`config.mk`:
```
export PLATFORM = sky130hd
export DESIGN_NAME = rr_grant_sequencer
export DESIGN_NICKNAME = d
export VERILOG_FILES = /design/src/rtl/rr_grant_sequencer.sv
export SDC_FILE = /design/constraint.sdc
export NUM_CORES = 1
export LEC_CHECK = 0
export BUFFER_PORTS_ARGS = -buffer_cell sky130_fd_sc_hd__buf_4
export CORE_ASPECT_RATIO = 1.25
export CORE_MARGIN = 4
export CORE_UTILIZATION = 45
export CTS_CLUSTER_DIAMETER = 200
export DETAILED_ROUTE_END_ITERATION = 12
export PLACE_DENSITY = 0.69
export SKIP_CTS_REPAIR_TIMING = 1
export SLEW_MARGIN = 15
export SYNTH_ARGS = -nofsm -noshare
export SYNTH_HDL_FRONTEND = slang
export SYNTH_SLANG_ARGS = --single-unit
```
`constraint.sdc`:
```
create_clock -name clk -period 1.37 [get_ports clk]
set_input_delay 0.274 -clock clk [delete_from_list [all_inputs] [get_ports clk]]
set_output_delay 0.274 -clock clk [all_outputs]
set_load 0.01 [all_outputs]
```
`src/rtl/rr_grant_sequencer.sv`:
```
// rr_grant_sequencer: registered round-robin grant with done release and hold timeout
module ffo #(
  parameter int W = 4
) (
  input  logic [W-1:0] i_in,
  output logic [W-1:0] o_out
);
  assign o_out = i_in & (-i_in);
endmodule

module rr_grant_sequencer #(
  parameter int NUM_REQ  = 4,
  parameter int IDX_W    = $clog2(NUM_REQ),
  parameter int MAX_HOLD = 16,
  parameter int CNT_W    = $clog2(MAX_HOLD + 1)
) (
  input  logic               clk,
  input  logic               rst,
  input  logic [NUM_REQ-1:0] req,
  input  logic               done,
  output logic [NUM_REQ-1:0] gnt,
  output logic               gnt_valid,
  output logic [IDX_W-1:0]   gnt_idx,
  output logic               timeout
);
  typedef enum logic {IDLE, GRANT} state_t;
  state_t               r_state, w_state;
  logic [NUM_REQ-1:0]   r_gnt, w_gnt;
  logic [IDX_W-1:0]     r_idx, w_idx, r_last, w_last, w_cand_idx;
  logic [CNT_W-1:0]     r_cnt, w_cnt;
  logic                 r_timeout, w_timeout;
  logic [NUM_REQ-1:0]   w_mask, w_req_eff, w_ffo_m, w_ffo_u, w_cand;

  function automatic logic [IDX_W-1:0] enc(input logic [NUM_REQ-1:0] v);
    enc = '0;
    for (int i = 0; i < NUM_REQ; i++) if (v[i]) enc = enc | IDX_W'(i);
  endfunction

  for (genvar i = 0; i < NUM_REQ; i++) begin : g_mask
    assign w_mask[i] = i > int'(r_last);
  end

  // the owner is excluded from the back-to-back re-pick on release
  assign w_req_eff = (r_state == GRANT) ? req & ~r_gnt : req;

  ffo #(.W(NUM_REQ)) u_ffo_m (.i_in(w_req_eff & w_mask), .o_out(w_ffo_m));
  ffo #(.W(NUM_REQ)) u_ffo_u (.i_in(w_req_eff), .o_out(w_ffo_u));

  assign w_cand     = |w_ffo_m ? w_ffo_m : w_ffo_u;
  assign w_cand_idx = enc(w_cand);

  // next-state: grant from idle, release or re-pick on done, revoke on hold limit
  always_comb begin
    w_state   = r_state;
    w_gnt     = r_gnt;
    w_idx     = r_idx;
    w_last    = r_last;
    w_cnt     = r_cnt;
    w_timeout = 1'b0;
    if (r_state == IDLE || done) begin
      w_state = |w_req_eff ? GRANT : IDLE;
      w_gnt   = w_cand;
      w_idx   = w_cand_idx;
      w_last  = |w_req_eff ? w_cand_idx : r_last;
      w_cnt   = '0;
    end else if (r_cnt == CNT_W'(MAX_HOLD - 1)) begin
      w_state   = IDLE;
      w_gnt     = '0;
      w_idx     = '0;
      w_cnt     = '0;
      w_timeout = 1'b1;
    end else begin
      w_cnt = r_cnt + CNT_W'(1);
    end
  end

  // state and grant registers
  always_ff @(posedge clk) begin
    if (rst) begin
      r_state   <= IDLE;
      r_gnt     <= '0;
      r_idx     <= '0;
      r_last    <= IDX_W'(NUM_REQ - 1);
      r_cnt     <= '0;
      r_timeout <= 1'b0;
    end else begin
      r_state   <= w_state;
      r_gnt     <= w_gnt;
      r_idx     <= w_idx;
      r_last    <= w_last;
      r_cnt     <= w_cnt;
      r_timeout <= w_timeout;
    end
  end

  assign gnt       = r_gnt;
  assign gnt_valid = |r_gnt;
  assign gnt_idx   = r_idx;
  assign timeout   = r_timeout;
endmodule

```
==> report_table.html <==
<table>
<tr><th>Metric</th><th>Value</th></tr>
<tr><th colspan="2">Detailed routing</th></tr>
<tr><td>Per-cell via count in the routed design</td><td>roughly 5.7</td></tr>
<tr><td>Detailed-route via count</td><td>753</td></tr>
<tr><td>Routed Antenna Nets</td><td>0</td></tr>
<tr><td># DRC</td><td>0</td></tr>
<tr><td>Average wire length per cell after detail routing</td><td>about 16 um</td></tr>
<tr><td>Iteration-0 DRC Markers</td><td>18</td></tr>
<tr><td>First-pass iteration count of the detailed router</td><td>4</td></tr>
<tr><td>Routed wire length</td><td>2134 um</td></tr>
<tr><th colspan="2">Worst setup path</th></tr>
<tr><td>Largest driver fanout on the critical path</td><td>3</td></tr>
<tr><td>Critical Path Sink Type</td><td>output pin</td></tr>
<tr><td>Data required, critical path</td><td>1.10 ns</td></tr>
<tr><td>Setup CP Type</td><td>reg2out</td></tr>
<tr><td>Kind of launch point of the worst setup path</td><td>flip-flop</td></tr>
<tr><td>Cell with the largest stage delay on the worst path</td><td>or4_4</td></tr>
<tr><td>Critical path, cell by cell</td><td>or4_4, buf_6</td></tr>
<tr><td>Delay of the slowest critical-path stage</td><td>between 0.5 and 0.6 ns</td></tr>
<tr><td>Arrival time of the worst setup path</td><td>1.28 ns</td></tr>
<tr><th colspan="2">Placed design</th></tr>
<tr><td>Port Buffer Count</td><td>14</td></tr>
<tr><td>Hpwl dp</td><td>~1300 um</td></tr>
<tr><td>Worst slack at placement</td><td>-0.09518 ns</td></tr>
<tr><td>Cell area reported after detailed placement</td><td>just under 1000 um2</td></tr>
<tr><td>Final estimated routing congestion in global placement</td><td>around 0.82</td></tr>
<tr><td>Total placed cells including tap cells</td><td>~120</td></tr>
<tr><th colspan="2">Synth</th></tr>
<tr><td>Sequential element share of the synthesized area</td><td>about 38%</td></tr>
<tr><td>Post-synth net total</td><td>94</td></tr>
<tr><td>Proportion of synthesized flip-flops having asynchronous set or reset</td><td>0%</td></tr>
<tr><td>Count of different cell masters after synthesis</td><td>37</td></tr>
<tr><td>Portion of synthesized cell area occupied by the leading cell type</td><td>37.80%</td></tr>
<tr><td>Number of synthesized flops with an enable pin</td><td>0</td></tr>
<tr><td>Library cell with the largest summed area after synthesis</td><td>dfxtp_1</td></tr>
<tr><td>Count of mapped cells out of synthesis</td><td>85</td></tr>
<tr><td>Per-instance average area after synthesis</td><td>between 9 and 10 um2</td></tr>
<tr><td>Post-synthesis register bit count</td><td>15</td></tr>
<tr><td>Synth warn</td><td>0</td></tr>
<tr><td>Largest cells by area after synthesis</td><td>dfxtp_1 (38%), nand2_1 (4.3%), a21oi_1 (3.8%)</td></tr>
<tr><td>Predominant post-synthesis flop cell</td><td>dfxtp_1</td></tr>
<tr><td>Cell area after synthesis</td><td>approximately 790 um2</td></tr>
<tr><th colspan="2">Clocking</th></tr>
<tr><td>CTS tree</td><td>yes</td></tr>
<tr><td>Insertion delay to the later sink of the worst-skew pair</td><td>approximately 0.27 ns</td></tr>
<tr><td>CTS HTree Levels</td><td>1</td></tr>
<tr><td>CTS root buf</td><td>clkbuf_4</td></tr>
<tr><td>Clk slew on worst S/H paths</td><td>approximately 0.080 ns</td></tr>
<tr><td>CTS Sinks</td><td>15</td></tr>
<tr><td>TritonCTS buffer count</td><td>3</td></tr>
<tr><td>Clock Path Buffers</td><td>2</td></tr>
<tr><th colspan="2">Die</th></tr>
<tr><td>Area of the core region</td><td>1622 um2</td></tr>
<tr><td>Overall die width</td><td>45.58 um</td></tr>
<tr><td>Chip height</td><td>around 55 um</td></tr>
<tr><td>Area enclosed by the die boundary</td><td>about 2500 um2</td></tr>
<tr><td>Effective utilization at floorplan</td><td>a little under 50%</td></tr>
<tr><td>Number of top-level pins</td><td>15</td></tr>
<tr><td>Site Rows</td><td>16</td></tr>
<tr><th colspan="2">STA</th></tr>
<tr><td>Final setup violation count</td><td>6</td></tr>
<tr><td>Unrepaired setup endpoints after global routing</td><td>true</td></tr>
<tr><td>Slew of the pin with the lowest slew margin</td><td>about 0.43 ns</td></tr>
<tr><td>Clock period minus final worst setup slack</td><td>1.556 ns</td></tr>
<tr><td>Fmax</td><td>0.6428 GHz</td></tr>
<tr><td>Worst Clk Skew</td><td>approximately 0.0024 ns</td></tr>
<tr><td>Share of the cycle needed by the critical path after routing</td><td>113.6%</td></tr>
<tr><td>Post-layout worst setup margin</td><td>-0.1857 ns</td></tr>
<tr><td>Worst rel slew slack</td><td>just over 70%</td></tr>
<tr><td>Slew Viols, Final</td><td>0</td></tr>
<tr><td>Final count of hold timing violations</td><td>0</td></tr>
<tr><th colspan="2">GRT</th></tr>
<tr><td>Vias in the first global route</td><td>~670</td></tr>
<tr><td>Global-route usage over all layers</td><td>around 16%</td></tr>
<tr><td>Wire length of the first global-routing pass</td><td>~2900 um</td></tr>
<tr><td>Number of antenna violations at the first check in global routing</td><td>0</td></tr>
<tr><td>Largest net degree at the start of global routing</td><td>11</td></tr>
<tr><td>GRT overflow</td><td>0</td></tr>
<tr><th colspan="2">Power and ir drop</th></tr>
<tr><td>Overall power after layout</td><td>about 1.1 mW</td></tr>
<tr><td>Static leakage</td><td>around 0.48 nW</td></tr>
<tr><td>Cell Pwr Density</td><td>about 900 nW/um2</td></tr>
<tr><td>Peak supply drop</td><td>about 840 uV</td></tr>
<tr><th colspan="2">Final layout</th></tr>
<tr><td>Post-layout nets</td><td>123</td></tr>
<tr><td>Final core utilization</td><td>approximately 74%</td></tr>
<tr><td>Commonest cells after routing, fill and taps aside</td><td>buf_4 (21), dfxtp_1 (10), inv_1 (7)</td></tr>
<tr><td>Cell area after layout</td><td>~1200 um2</td></tr>
<tr><td># fillers</td><td>around 130</td></tr>
<tr><td>Area growth from synthesis to layout</td><td>51.18%</td></tr>
<tr><td>Sequential cell area</td><td>a little over 300 um2</td></tr>
<tr><td>Multi-input combinational cell area</td><td>611.8 um2</td></tr>
<tr><td>Leading cell type in the layout, fill and taps excluded</td><td>buf_4</td></tr>
<tr><td>Ratio of cells with drive above 1 in the final layout</td><td>56.64%</td></tr>
<tr><td>Filler-free cell count of the finished design</td><td>131</td></tr>
<tr><td>Final antenna diode count</td><td>0</td></tr>
<tr><th colspan="2">Job</th></tr>
<tr><td>Number of max-cap violations</td><td>0</td></tr>
<tr><th colspan="2">Status</th></tr>
<tr><td>Failing checks</td><td>setup timing</td></tr>
<tr><td>Result of the run</td><td>finished, violations left</td></tr>
<tr><th colspan="2">Min path</th></tr>
<tr><td>Classification of the worst-slack hold path</td><td>in2reg</td></tr>
</table>
-- cells by family after synthesis --
family                     Yosys count  share of synthesized area, %
muxes                                1                         1.260
buffers and inverters                8                         4.725
DFF                                 15                         37.80
adders and majority gates            2                         3.149
AOI/OAI and AO/OA                   26                         29.92
xor gates and xnor gates             2                         2.205
and+or+nand+nor                     31                         20.95
-- where the power goes --
| group | switching [mW] | internal (mW) | total (mW) | leakage (nW) |
|---|---|---|---|---|
| logic | 0.180 | 0.175 | 0.355 | 0.343 |
| registers | 0.0377 | 0.465 | 0.503 | 0.125 |
| clock network | 0.131 | 0.113 | 0.244 | 0.0150 |
-- state kept, by name, indices dropped and copies added (netlist names) --
| register | flops |
|---|---|
| gnt | 4 |
| gnt_idx | 2 |
| r_cnt | 5 |
| r_last | 2 |
| r_state | 1 |
| timeout | 1 |
-- worst max-delay path: cells and delay by family, from the launching register on --
| kind | cells | cell delay (ns) |
|---|---|---|
| and+or+nand+nor | 1 | 0.52 |
| buffers and inverters | 1 | 0.13 |
| DFF | 1 | 0.35 |
-- cell type report --
cell class	instances	area share, %
clock buffers	4	2.188
inverters	7	2.188
multi-input cells	62	50.94
flip-flops and latches	15	25.94
well taps	18	1.875
repair buffers	25	16.87
-- Yosys cell counts (all sizes together) (2+ instances only) --
cell	instances
dfxtp	15
o211ai	2
a21oi	6
o221ai	2
inv	7
nor2b	2
nor2	7
o2111ai	2
nand2b	3
a21boi	4
ha	2
nand2	9
nand3	2
o31ai	2
a31oi	2
and3	3
-- stage by stage --
step | hold slack (ns) | TNS [ns]
CTS | 0.2065 | -0.8714
finish | 0.2020 | -0.6604
global route | 0.2027 | -1.246
floorplan | 0.3431 | 0
detailed placement | 0.4656 | -0.4310
global placement | 0.4604 | -0.2261
-- routing by layer --
layer  global-route usage (%)  vias up  routed length [um]
met5                        0        -                   0
met3                    2.913        2                  83
li1                         -      368                   -
met2                    23.49       20                1101
met1                    21.76      363                 939
met4                    5.854        0                   9
-- final timing paths --
kind,start,endpoint,slack (ns),cells after the start
worst max-delay path,gnt[3],gnt_valid,-0.19,2
worst max register to register,gnt[3],r_last[0],-0.18,6
worst min-delay path,rst,gnt[1],0.20,2
worst min register to register,gnt_idx[1],gnt_idx[1],0.48,2
Note: power is estimated with default switching activity, not from simulation.
